## src/rtl/vga_pkg.sv

```systemverilog
// Shared definitions for the VGA pattern generator: default timing bounds,
// RGB332 colour constants, pattern-mode encodings and the colour-bar lookup.
package vga_pkg;

    localparam int H_LAST      = 799;
    localparam int V_LAST      = 520;
    localparam int H_VIS_START = 144;
    localparam int H_VIS_END   = 783;
    localparam int V_VIS_START = 32;
    localparam int V_VIS_END   = 510;

    // Width of one colour bar in pixels (eight bars across 640 columns).
    localparam int BAR_W = 80;

    localparam logic [7:0] WHITE   = 8'hFF;
    localparam logic [7:0] YELLOW  = 8'hFC;
    localparam logic [7:0] CYAN    = 8'h1F;
    localparam logic [7:0] GREEN   = 8'h1C;
    localparam logic [7:0] MAGENTA = 8'hE3;
    localparam logic [7:0] RED     = 8'hE0;
    localparam logic [7:0] BLUE    = 8'h03;
    localparam logic [7:0] BLACK   = 8'h00;

    typedef enum logic [1:0] {
        MODE_BARS  = 2'd0,
        MODE_CHECK = 2'd1,
        MODE_BOX   = 2'd2,
        MODE_EXT   = 2'd3
    } mode_e;

    // Bar colour for visible column x; a compare chain stands in for x/80.
    function automatic logic [7:0] bar_color(input logic [9:0] x);
        logic [7:0] c;
        if      (x < 10'(1 * BAR_W)) c = WHITE;
        else if (x < 10'(2 * BAR_W)) c = YELLOW;
        else if (x < 10'(3 * BAR_W)) c = CYAN;
        else if (x < 10'(4 * BAR_W)) c = GREEN;
        else if (x < 10'(5 * BAR_W)) c = MAGENTA;
        else if (x < 10'(6 * BAR_W)) c = RED;
        else if (x < 10'(7 * BAR_W)) c = BLUE;
        else                         c = BLACK;
        return c;
    endfunction

endpackage

```

## src/rtl/vga_box_mover.sv

```systemverilog
// Bouncing-box position registers.
//   dclk, rst_n : pixel clock, async active-low reset
//   en          : one-cycle update strobe (frame end and not frozen)
//   box_x/box_y : top-left corner of the box in visible coordinates
// Each axis moves by STEP per update and reflects at 0 and at its limit.
module vga_box_mover
    import vga_pkg::*;
#(
    parameter int STEP    = 2,
    parameter int X_LIMIT = 608,
    parameter int Y_LIMIT = 447
) (
    input  logic       dclk,
    input  logic       rst_n,
    input  logic       en,
    output logic [9:0] box_x,
    output logic [9:0] box_y
);

    logic       dir_x_neg, dir_y_neg;
    logic [9:0] nxt_x, nxt_y;
    logic       nxt_dx, nxt_dy;

    // Returns {new_dir_neg, new_pos}. Limits are tested before the add or
    // subtract is applied, so the position never wraps below zero.
    function automatic logic [10:0] step_axis(input logic [9:0] pos,
                                              input logic       neg,
                                              input logic [9:0] lim);
        logic [10:0] r;
        if (!neg) begin
            if (({1'b0, pos} + 11'(STEP)) >= {1'b0, lim}) r = {1'b1, lim};
            else                                          r = {1'b0, pos + 10'(STEP)};
        end else begin
            if (pos <= 10'(STEP)) r = {1'b0, 10'd0};
            else                  r = {1'b1, pos - 10'(STEP)};
        end
        return r;
    endfunction

    always_comb begin
        {nxt_dx, nxt_x} = step_axis(box_x, dir_x_neg, 10'(X_LIMIT));
        {nxt_dy, nxt_y} = step_axis(box_y, dir_y_neg, 10'(Y_LIMIT));
    end

    always_ff @(posedge dclk or negedge rst_n) begin
        if (!rst_n) begin
            box_x     <= '0;
            box_y     <= '0;
            dir_x_neg <= 1'b0;
            dir_y_neg <= 1'b0;
        end else if (en) begin
            box_x     <= nxt_x;
            box_y     <= nxt_y;
            dir_x_neg <= nxt_dx;
            dir_y_neg <= nxt_dy;
        end
    end

endmodule

```

## src/rtl/vga_pattern_gen.sv

```systemverilog
// Test-pattern pixel source running in lockstep with the VGA output stage.
//   dclk, rst_n : pixel clock, async active-low reset
//   mode        : pattern select (bars, checker, box, external)
//   ext_data    : external pixel used in external mode
//   freeze      : holds the box position while high
//   data        : registered RGB332 pixel for the output stage's position
//   frame_tick  : one-dclk pulse after the last line of each frame
// data is computed one position ahead, so once registered it lines up with
// the output stage's counters.
module vga_pattern_gen
    import vga_pkg::*;
#(
    parameter int         H_LAST      = vga_pkg::H_LAST,
    parameter int         V_LAST      = vga_pkg::V_LAST,
    parameter int         H_VIS_START = vga_pkg::H_VIS_START,
    parameter int         H_VIS_END   = vga_pkg::H_VIS_END,
    parameter int         V_VIS_START = vga_pkg::V_VIS_START,
    parameter int         V_VIS_END   = vga_pkg::V_VIS_END,
    parameter int         BOX_SIZE    = 32,
    parameter int         STEP        = 2,
    parameter logic [7:0] BOX_COLOR   = 8'hE0,
    parameter logic [7:0] BG_COLOR    = 8'h03
) (
    input  logic       dclk,
    input  logic       rst_n,
    input  logic [1:0] mode,
    input  logic [7:0] ext_data,
    input  logic       freeze,
    output logic [7:0] data,
    output logic       frame_tick
);

    localparam int X_LIMIT = H_VIS_END - H_VIS_START + 1 - BOX_SIZE;
    localparam int Y_LIMIT = V_VIS_END - V_VIS_START + 1 - BOX_SIZE;

    logic [9:0] h_cnt, v_cnt, h_nxt, v_nxt;
    logic [9:0] x, y, box_x, box_y;
    logic       frame_end, vis, in_box;
    logic [7:0] pix;
    mode_e      mode_q;

    // The last line is a single dclk: the count returns to (0,0) straight
    // from (0,V_LAST), without waiting for the horizontal wrap.
    always_comb begin
        h_nxt = h_cnt + 10'd1;
        v_nxt = v_cnt;
        if (v_cnt == 10'(V_LAST)) begin
            h_nxt = '0;
            v_nxt = '0;
        end else if (h_cnt == 10'(H_LAST)) begin
            h_nxt = '0;
            v_nxt = v_cnt + 10'd1;
        end
    end

    assign frame_end = (v_cnt == 10'(V_LAST));

    assign vis = (h_nxt >= 10'(H_VIS_START)) && (h_nxt <= 10'(H_VIS_END)) &&
                 (v_nxt >= 10'(V_VIS_START)) && (v_nxt <= 10'(V_VIS_END));
    assign x = h_nxt - 10'(H_VIS_START);
    assign y = v_nxt - 10'(V_VIS_START);

    assign in_box = (x >= box_x) && ({1'b0, x} <= ({1'b0, box_x} + 11'(BOX_SIZE - 1))) &&
                    (y >= box_y) && ({1'b0, y} <= ({1'b0, box_y} + 11'(BOX_SIZE - 1)));

    always_comb begin
        pix = BLACK;
        if (vis) begin
            case (mode_q)
                MODE_BARS:  pix = bar_color(x);
                MODE_CHECK: pix = (x[5] ^ y[5]) ? WHITE : BLACK;
                MODE_BOX:   pix = in_box ? BOX_COLOR : BG_COLOR;
                default:    pix = ext_data;
            endcase
        end
    end

    always_ff @(posedge dclk or negedge rst_n) begin
        if (!rst_n) begin
            h_cnt      <= '0;
            v_cnt      <= '0;
            data       <= 8'h00;
            frame_tick <= 1'b0;
            mode_q     <= MODE_BARS;
        end else begin
            h_cnt      <= h_nxt;
            v_cnt      <= v_nxt;
            data       <= pix;
            frame_tick <= frame_end;
            // Mode is only taken at the frame origin so a frame never mixes patterns.
            if (h_nxt == '0 && v_nxt == '0)
                mode_q <= mode_e'(mode);
        end
    end

    vga_box_mover #(
        .STEP    (STEP),
        .X_LIMIT (X_LIMIT),
        .Y_LIMIT (Y_LIMIT)
    ) u_box (
        .dclk  (dclk),
        .rst_n (rst_n),
        .en    (frame_end & ~freeze),
        .box_x (box_x),
        .box_y (box_y)
    );

endmodule

```

## config.mk

```make
export PLATFORM = sky130hd
export DESIGN_NAME = vga_pattern_gen
export DESIGN_NICKNAME = d
export VERILOG_FILES = /design/src/rtl/vga_pkg.sv /design/src/rtl/vga_box_mover.sv /design/src/rtl/vga_pattern_gen.sv
export SDC_FILE = /design/constraint.sdc
export NUM_CORES = 1
export LEC_CHECK = 0
export ABC_AREA = 1
export CAP_MARGIN = 20
export CORE_MARGIN = 4
export CORE_UTILIZATION = 40
export DETAILED_ROUTE_END_ITERATION = 7
export MAX_ROUTING_LAYER = met4
export PLACE_DENSITY = 0.63
export SKIP_CTS_REPAIR_TIMING = 1
export SLEW_MARGIN = 10
export SYNTH_ARGS = -nofsm -noshare
export SYNTH_HDL_FRONTEND = slang
export SYNTH_SLANG_ARGS = --single-unit
export TNS_END_PERCENT = 30
```

## constraint.sdc

```tcl
create_clock -name dclk -period 3.2 [get_ports dclk]
set_input_delay 0.64 -clock dclk [delete_from_list [all_inputs] [get_ports dclk]]
set_output_delay 0.64 -clock dclk [all_outputs]
set_load 0.05 [all_outputs]
```

After elaboration in Yosys (flattened, before gate mapping)
Cells that the tools add are included.
{"block": "op_classes", "n_eq_ne": 4, "order_cmp": 19, "bitwise_logic": 3, "muxes": 21, "addsub": 12, "n_reduce_logical": 10}
{"operator": "$mux W8", "count": 9}
{"operator": "$mux W11", "count": 6}
{"operator": "$mux W10", "count": 4}
{"operator": "$lt A10 B9 Y1 const B", "count": 3}
{"operator": "$pmux W8 S3", "count": 1}
{"operator": "$add A10 B2 Y11 const B", "count": 2}
{"operator": "$add A10 B5 Y11 const B", "count": 2}
{"operator": "$le A10 B11 Y1", "count": 2}
{"operator": "$add A10 B1 Y10 const B", "count": 2}
{"operator": "$add A10 B2 Y10 const B", "count": 2}
{"operator": "$eq A10 B10 Y1 const B", "count": 2}
{"operator": "$ge A10 B10 Y1", "count": 2}
{"operator": "$le A10 B2 Y1 const B", "count": 2}
{"operator": "$logic_not A10 Y1", "count": 2}
{"operator": "$lt A10 B8 Y1 const B", "count": 2}
{"operator": "$sub A10 B2 Y10 const B", "count": 2}
{"operator": "$ge A11 B10 Y1 const B", "count": 1}
{"operator": "$ge A11 B9 Y1 const B", "count": 1}
{"operator": "$ge A10 B6 Y1 const B", "count": 1}
{"operator": "$ge A10 B8 Y1 const B", "count": 1}
{"operator": "$le A10 B10 Y1 const B", "count": 1}
{"operator": "$le A10 B9 Y1 const B", "count": 1}
{"operator": "$lt A10 B10 Y1 const B", "count": 1}
{"operator": "$lt A10 B7 Y1 const B", "count": 1}
{"operator": "other kinds (10)", "count": 16}
{"block": "totals", "register_bits": 53, "input_bits": 13, "out_inout_bits": 9, "wordCells": 78}

Depth between registers and ports, before layout
Gate-level depths: netlist (run 1).
{"block": "depth", "word_depth": 14, "depth_mapped": 27, "ltp_nobuf": 27}

Hierarchy
From an unflattened synthesis (run 1), not the netlist that was laid out.
{"block": "hier_totals", "cells_unflattened": 797, "hier_area_um2": 5547.8}
{"module": "vga_pattern_gen", "area_per_inst_um2": 3622.2, "instances": 1, "cells_per_inst": 495, "seq_area_each_um2": 775.7}
{"module": "vga_box_mover", "area_per_inst_um2": 1925.6, "instances": 1, "cells_per_inst": 302, "seq_area_each_um2": 525.5}

Worst setup path after synthesis (run 1)
No wires, ideal clock.
{"block": "synth_path", "path_type": "register to register", "start": "reg h_cnt[0]", "end": "reg data[5]", "required_ps": 3128, "n_path_buf": 0, "path_stages_with_launch": 24, "path_slack_ps": -144, "period_less_slack_ps": 3344, "t_arrival_ps": 3272, "setup_time_ps": 72, "path_cell_list": "dfrtp_1 > ha_1 > nand2_2 > nor2_4 > nand3_4 > nor3_2 > nand2_1 > nor2_1 > xor2_1 > inv_1 > ha_1 > inv_1 > ha_1 > a21oi_1 > o21ai_0 > o21ai_0 > nand2_1 > a21oi_1 > nor2_1 > nor2_1 > nand3_1 > o21ai_0 > nand2_1 > nor2_1"}
{"block": "synth_between", "elab_cells_between_ends": 39, "cone_classes": "3 x add/sub; 14 x order compare; 1 x eq/ne; 14 x mux; 1 x bitwise; 6 x reduce/logical"}
{"element": "from (decl)", "line": "vga_pattern_gen.sv:36", "text": "logic [9:0] h_cnt, v_cnt, h_nxt, v_nxt;"}
{"element": "from (signal assigned)", "line": "vga_pattern_gen.sv:86", "text": "h_cnt <= h_nxt;"}
{"element": "$eq A10 B10 Y1 (*)", "line": "vga_pattern_gen.sv:50", "text": "end else if (h_cnt == 10'(H_LAST)) begin"}
{"element": "$mux W10 (*)", "line": "vga_pattern_gen.sv:50"}
{"element": "$mux W10 (*)", "line": "vga_pattern_gen.sv:47", "text": "if (v_cnt == 10'(V_LAST)) begin"}
{"element": "via v_nxt[6]", "line": "vga_pattern_gen.sv:36"}
{"element": "$sub A10 B6 Y10", "line": "vga_pattern_gen.sv:61", "text": "assign y = v_nxt - 10'(V_VIS_START);"}
{"element": "$ge A10 B10 Y1", "line": "vga_pattern_gen.sv:64", "text": "(y >= box_y) && ({1'b0, y} <= ({1'b0, box_y} + 11'(BOX_SIZE - 1)));"}
{"element": "$logic_and A1 B1 Y1", "line": "vga_pattern_gen.sv:63", "text": "assign in_box = (x >= box_x) && ({1'b0, x} <= ({1'b0, box_x} + 11'(BOX_SIZE - 1))) &&"}
{"element": "$logic_and A1 B1 Y1", "line": "vga_pattern_gen.sv:64"}
{"element": "$mux W8", "line": "vga_pattern_gen.sv:72", "text": "MODE_BOX: pix = in_box ? BOX_COLOR : BG_COLOR;"}
{"element": "$pmux W8 S3", "line": "vga_pattern_gen.sv:69", "text": "case (mode_q)"}
{"element": "$mux W8 (*)", "line": "vga_pattern_gen.sv:68", "text": "if (vis) begin"}
{"element": "via pix[5]", "line": "vga_pattern_gen.sv:39", "text": "logic [7:0] pix;"}
{"element": "to (signal assigned)", "line": "vga_pattern_gen.sv:88", "text": "data <= pix;"}
{"element": "to (decl)", "line": "vga_pattern_gen.sv:29", "text": "output logic [7:0] data,"}
Mark *: on every way through the listed nets, which the timed path passes. The rest lies on a longest branch.
A chain may end at the register's enable or synchronous reset.

Final worst setup path (run 1)
{"block": "layout_path", "start": "reg h_cnt[0]", "end": "reg data[7]"}
{"block": "layout_between", "elab_chain_len": 13, "elab_cells_between_ends": 39, "cone_classes": "3 x add/sub; 14 x order compare; 1 x eq/ne; 14 x mux; 1 x bitwise; 6 x reduce/logical"}
{"element": "$add A10 B1 Y10 / $eq A10 B10 Y1 (equally long branches)", "line": "vga_pattern_gen.sv:45, vga_pattern_gen.sv:50"}
{"element": "$mux W10 (*)", "line": "vga_pattern_gen.sv:50"}
{"element": "$mux W10 (*)", "line": "vga_pattern_gen.sv:47"}
{"element": "via h_nxt[5]", "line": "vga_pattern_gen.sv:36"}
{"element": "$sub A10 B8 Y10", "line": "vga_pattern_gen.sv:60", "text": "assign x = h_nxt - 10'(H_VIS_START);"}
{"element": "$lt A10 B9 Y1", "line": "vga_pkg.sv:39", "text": "else if (x < 10'(6 * BAR_W)) c = RED;"}
{"element": "$mux W8", "line": "vga_pkg.sv:39"}
{"element": "$mux W8", "line": "vga_pkg.sv:38", "text": "else if (x < 10'(5 * BAR_W)) c = MAGENTA;"}
{"element": "$mux W8", "line": "vga_pkg.sv:37", "text": "else if (x < 10'(4 * BAR_W)) c = GREEN;"}
{"element": "$mux W8", "line": "vga_pkg.sv:36", "text": "else if (x < 10'(3 * BAR_W)) c = CYAN;"}
{"element": "$mux W8", "line": "vga_pkg.sv:35", "text": "else if (x < 10'(2 * BAR_W)) c = YELLOW;"}
{"element": "$mux W8", "line": "vga_pkg.sv:34", "text": "if (x < 10'(1 * BAR_W)) c = WHITE;"}
{"element": "$pmux W8 S3", "line": "vga_pattern_gen.sv:69"}
{"element": "$mux W8 (*)", "line": "vga_pattern_gen.sv:68"}
{"element": "via pix[7]", "line": "vga_pattern_gen.sv:39"}
Marks and branches as above.

==> impl_metrics.csv, run 1 <==
group,metric,value,unit
placed_design,hpwl,10500,um
timing,finalWorstSetupSlack,-73.1,ps
layout,areaGrowthSynthToFinish,23.2,%
timing,tightest_slew,699,ps
power_and_ir_drop,switching_share,0.255,
layout,fillCellCount,1150,
timing,drv_slew,0,
timing,fmax,306,MHz
setup_path,path_common_cell,"nand2_1",
setup_path,cp.arrival,3510,ps
drt,drc_errors,0,
timing,finalSetupViolations,5,
timing,min_period,3270,ps
cts,cts.clk_slew.worst_paths,80,ps
floorplan,die-height,118,um
yosys,async_reset_ff_frac,1.00,
placed_design,dpl-instance-area,5730,um^2
power_and_ir_drop,power_switching,0.000375,W
timing,hold_violations,0,
cts,clock_latency,300,ps
cts,cts_buffers,5,
yosys,netlist_area,4850,um^2
yosys,synthCells,682,
power_and_ir_drop,cellLeakagePower,2.98,nW
setup_path,cp-start-kind,"flop",
setup_path,critPathBufInv,4,
drt,drt_pass1_iterations,5,
cts,clockBufferDepth,2,
setup_path,crit_type,"flop to flop",
power_and_ir_drop,power.density,246,nW/um^2
setup_path,r2r-start,"h_cnt[0]",
cts,cts_root_buf,"clkbuf_16",
floorplan,die_w,118,um
drt,drtIter0Drc,368,
placed_design,io_buffers,21,
floorplan,initial_core_util,0.416,
setup_path,endpoint_kind,"flop",
timing,relSlewSlack,0.534,
yosys,synth_seq_cells,52,
drt,wl,12900,um
layout,final_common_cell,"nand2_1",
floorplan,core_area,11700,um^2
cts,h-tree-depth,2,
yosys,synth_area_leaders,"dfrtp_1 (27%), ha_1 (14%), nand2_1 (10%)",
layout,nets,837,
timing,skew,5.40,ps
global_route,grt_pass1_wl,21600,um
placed_design,dpl_worst_slack,-159,ps
yosys,synth_top_cell_by_area,"dfrtp_1",
global_route,grt_usage,0.190,
yosys,synth.distinct_cells,46,
yosys,synth_top_area_share,0.268,
power_and_ir_drop,pwr-share-clk,0.437,
drt,ant_nets,0,
cts,cts_num_sinks,52,
global_route,antenna_found_initial,0,
setup_path,r2r_slack,-70,ps
setup_path,critical_path.startpoint,"h_cnt[0]",
placed_design,place.gp.congestion,0.921,
run_status,violations,"negative setup slack",
timing,finalCritPeriodShare,1.02,
power_and_ir_drop,ir_drop,0.167,mV
timing,rsz0062_at_grt,"yes",
setup_path,crit_path_top_delay_cell,"dfrtp_1",
power_and_ir_drop,pwr-share-comb,0.104,
yosys,synth_warnings,0,
setup_path,crit_fanout,4,
layout,most-common-layout-cells,"nand2_1 (130), nor2_1 (92), inv_1 (87), buf_4 (65), ha_1 (53)",
layout,diodes,0,
yosys,synth.avg_cell_area,7.12,um^2
layout,drive_above_1_share,0.160,
yosys,synth-edff-count,0,
power_and_ir_drop,seqPwrFrac,0.459,
setup_path,critical_path.top_delay_family,"simple AND/OR/NAND/NOR gates",
global_route,grt_start_max_net_pins,53,
global_route,grt_pass1_vias,4720,
yosys,synth-seq-area-share,0.268,
global_route,grt-ovfl-total,0,
yosys,synth_nets,751,
power_and_ir_drop,p_int,0.00110,W
flow_run,cap_viol_max_count,0,
floorplan,die_area,14000,um^2
drt,wire_per_inst,14.2,um
setup_path,slowest_delay,360,ps
setup_path,critPathRequiredTime,3440,ps
yosys,ys.flop_type,"dfrtp_1",
run_status,status,"complete, but fails checks",
drt,route.vias.total,4773,
worst_hold_path,hp-class,"input pin to async pin",
setup_path,r2r_cells,25,
floorplan,pin_count,22,
drt,vias_per_cell,5.23,
setup_path,reg2reg_to,"data[7]",
floorplan,rows,39,
layout,fin_area,5980,um^2
cts,cts_tree,"done",
## power groups by stage
stage | registers (W) | logic [W] | clock network, W
finish | 0.000676 | 0.000153 | 0.000643
global route | 0.000677 | 0.000176 | 0.000675
CTS | 0.000675 | 0.000154 | 0.000650
detailed placement | 0.000689 | 0.000153 | 0
global placement | 0.000688 | 0.000151 | 0
floorplan | 0.000682 | 0.0000987 | 0
## kinds of logic after synthesis
family,count (synthesis),share of synthesized area
simple gates,324,0.295
flops,52,0.268
compound gates,101,0.129
fa+ha+maj,56,0.144
xor+xnor,42,0.0797
buf+inv,107,0.0830
## routing by layer
metal,track usage,share of wire
met1,0.246,0.46
met2,0.307,0.47
met3,0.0310,0.043
met4,0.0601,0.022
met5,-,0
## cells in the mapped netlist (all sizes together), types with 3 or more instances
library cell  number
o21ai             29
a21oi             29
nor2              99
a211oi             3
ha                56
clkbuf             6
inv               96
o211ai             6
xnor2              4
a31oi              5
nand4             14
nand2            138
or2                5
clkinv             4
o21bai             5
nor4               4
nand3             41
a22oi              6
nor3              20
xor2              38
dfrtp             52
## layout make-up
class / instances / area (um^2) / share of cell area
Clock buffer: 5 / 125 / 0.0209
Clock inverter: 3 / 47.5 / 0.00795
Tap cell: 143 / 179 / 0.0299
Multi-Input combinational cell: 523 / 3260 / 0.545
Sequential cell: 52 / 1300 / 0.218
Timing Repair Buffer: 86 / 693 / 0.116
Inverter: 100 / 375 / 0.0628
## state kept, by name, indices dropped and copies added, names as in the netlist
signal and cells:
data 8, frame_tick 1, h_cnt 10, mode_q 2, u_box.box_x 9, u_box.box_y 10
u_box.dir_x_neg 1, u_box.dir_y_neg 1, v_cnt 10
## how the worst max path moves through the flow
stage                   end  slack (ps)  depth (start not counted)
floorplan           data[0]         -50                         23
global placement    data[0]         -70                         23
detailed placement  data[1]        -160                         21
CTS                 data[1]        -190                         21
global route        data[0]        -370                         22
finish              data[7]         -70                         25
## worst reg2reg max path: cells and delay by family (launching register included)
kind	cells	cell delay, ps
AO/OA/AOI/OAI	3	490
AND/OR/NAND/NOR	15	1340
flip-flops	1	360
adder cells (fa/ha/maj)	3	660
buffers and inverters	4	350
## stage by stage
stage | hold slack, ps | total power, W | cells | util | setup TNS, ps
finish | 466 | 0.00147 | 912 | 0.512 | -330
global route | 528 | 0.00153 | 912 | 0.512 | -1780
CTS | 498 | 0.00148 | 912 | 0.506 | -923
detailed placement | 584 | 0.000842 | 904 | 0.491 | -754
floorplan | 344 | 0.000781 | 682 | - | -205
global placement | 585 | 0.000839 | 904 | 0.491 | -338
Note: power is estimated with default switching activity, not from simulation.
==> inputs of run 2 (changes only) <==
HOLD_SLACK_MARGIN = 0.15   (was default)
PLACE_DENSITY = 0.61   (was 0.63)
RECOVER_POWER = 100   (was default)
clock period = 3.09 ns   (was 3.2 ns; I/O delays follow)
==> run 2 against run 1 <==
  * The run ends with max-capacitance violations, max-slew violations, negative setup slack left
  * Final cell count rose by 2.7%
  * First-iteration DRC count increased by 0.82%
  * Sequential power grew 3.4%
  * Final area grew 4.0%
  * Worst setup slack worse by 320 ps
  * Critical path depth fell by 4
  * Clock skew decreased by 1.6 ps
  * Sequential cell count did not move
  * Non-clock buffer count up 25
  * Fmax fell by 5.9%
  * Critical endpoint is now data[5]
  * Highest routed layer unchanged
==> impl_metrics.csv, run 2 (same netlist as run 1, synthesis figures left out) <==
group,metric,value,unit
layout,diodes,0,
layout,nets,862,
setup_path,r2r_slack,-390,ps
floorplan,initial_core_util,0.416,
setup_path,crit_fanout,4,
placed_design,dpl_worst_slack,-343,ps
power_and_ir_drop,pwr-share-clk,0.428,
setup_path,crit_type,"flop to flop",
setup_path,endpoint_kind,"flop",
drt,ant_nets,0,
power_and_ir_drop,p_int,0.00113,W
timing,hold_violations,0,
drt,drt_pass1_iterations,5,
floorplan,die-height,118,um
power_and_ir_drop,cellLeakagePower,3.13,nW
layout,drive_above_1_share,0.193,
placed_design,place_inst,924,
timing,tightest_slew,1540,ps
cts,cts.clk_slew.worst_paths,70,ps
timing,finalCritPeriodShare,1.13,
setup_path,cp-start-kind,"flop",
drt,wl,13500,um
global_route,antenna_found_initial,0,
placed_design,place.gp.congestion,0.903,
layout,multi_input_area,3310,um^2
placed_design,hpwl,10800,um
timing,relSlewSlack,-0.0252,
floorplan,rows,39,
global_route,grt_start_max_net_pins,30,
run_status,violations,"max-capacitance violations, max-slew violations, negative setup slack",
power_and_ir_drop,power.density,242,nW/um^2
drt,drtIter0Drc,371,
cts,cts_num_sinks,52,
flow_run,cap_viol_max_count,1,
power_and_ir_drop,switching_share,0.247,
global_route,grt_pass1_wl,22200,um
setup_path,cp.arrival,3710,ps
drt,wire_per_inst,14.4,um
floorplan,core_area,11700,um^2
worst_hold_path,whs_path_depth,2,
placed_design,dpl-instance-area,5890,um^2
layout,seq_area,1300,um^2
global_route,grt_usage,0.196,
power_and_ir_drop,ir_drop,0.178,mV
cts,cts_buffers,5,
timing,skew,3.80,ps
layout,reg.largest.list,"h_cnt x10, u_box.box_y x10, v_cnt x10",
global_route,grt-ovfl-total,0,
floorplan,pin_count,22,
timing,fmax,287,MHz
layout,most-common-layout-cells,"nand2_1 (130), nor2_1 (91), buf_4 (88), inv_1 (86), dfrtp_1 (52)",
layout,areaGrowthSynthToFinish,28.0,%
layout,fin_cells,937,
drt,route.vias.total,4830,
layout,fillCellCount,1130,
power_and_ir_drop,pwr-share-comb,0.108,
global_route,grt_pass1_vias,4794,
run_status,status,"complete, but fails checks",
cts,clockBufferDepth,2,
power_and_ir_drop,power_switching,0.000372,W
drt,drc_errors,0,
setup_path,r2r_cells,21,
cts,cts_tree,"done",
timing,finalSetupViolations,5,
power_and_ir_drop,seqPwrFrac,0.465,
layout,fin_area,6210,um^2
timing,drv_slew,25,
timing,holdWs,601,ps
worst_hold_path,hp-class,"flop to flop",
setup_path,critPathRequiredTime,3320,ps
drt,vias_per_cell,5.15,
timing,finalWorstSetupSlack,-390,ps
cts,cts_root_buf,"clkbuf_16",
placed_design,io_buffers,21,
cts,h-tree-depth,2,
timing,min_period,3480,ps
floorplan,die_w,118,um
cts,clock_latency,290,ps
floorplan,die_area,14000,um^2
layout,final_common_cell,"nand2_1",
timing,rsz0062_at_grt,"yes",
==> run 2: cell types whose count changed in the layout (fill, tap and decap cells not counted), moves of 2 or more <==
cell      change
a21oi_2       +2
o21ai_1       +2
clkinv_4      -2
ha_4          +3
clkbuf_1      +2
a21oi_1       -2
buf_4        +23
ha_1          -2
==> run 2: critical path, cell delays in order, from the launching register on <==
cell,delay (ps)
dfrtp_1,400
ha_4,170
nand2_4,50
nor2_4,130
nand3_4,120
nor3_4,240
nand2_2,100
buf_6,130
and3b_2,280
xor2_4,230
inv_2,70
nand3_2,80
xor2_2,260
ha_4,190
nand2_2,70
nor2_2,120
o211ai_1,110
o2111ai_1,140
nand3_1,140
o21ai_1,160
nand2_1,110
nor2_1,120
==> run 2: layout make-up <==
class	count	area share
repair buffers	111	0.142
multi-input cells	523	0.533
clock buffers	6	0.0207
flip-flops and latches	52	0.209
inverters	100	0.0604
clock inverters	2	0.00564
well taps	143	0.0288
==> run 2: path summary, 6_finish.rpt <==
kind                       startpoint        end
setup / recovery             h_cnt[0]    data[5]
hold / removal              mode_q[0]  mode_q[0]
setup reg to reg             h_cnt[0]    data[5]
hold reg to reg             mode_q[0]  mode_q[0]
max in group asynchronous       rst_n   v_cnt[4]
min in group asynchronous       rst_n   h_cnt[9]
==> run 2: power by group through the flow <==
stage / registers (W) / logic [W] / clock network (W)
floorplan: 0.000707 / 0.000102 / 0
global placement: 0.000712 / 0.000160 / 0
detailed placement: 0.000713 / 0.000162 / 0
CTS: 0.000699 / 0.000164 / 0.000661
global route: 0.000701 / 0.000186 / 0.000684
finish: 0.000699 / 0.000162 / 0.000644
==> run 2: layer usage <==
metal / global-route usage / vias up / wire length [um]
met3: 0.0263 / 19 / 498
met1: 0.246 / 2235 / 6180
li1: - / 2472 / -
met5: - / - / 0
met2: 0.331 / 104 / 6540
met4: 0.0557 / 0 / 243
==> run 2: per-stage QoR <==
step	utilization	setup TNS (ps)	total power [W]
after floorplan	-	-755	0.000809
after global placement	0.505	-1240	0.000872
after detailed placement	0.505	-1680	0.000875
after CTS	0.519	-1870	0.00152
after global routing	0.533	-3040	0.00157
final	0.533	-1880	0.00151
==> inputs of run 3 (changes only) <==
CAP_MARGIN = 15   (was 20)
==> results of run 3 <==
Same layout as run 2: the final DEF is identical, and so are final timing and power.
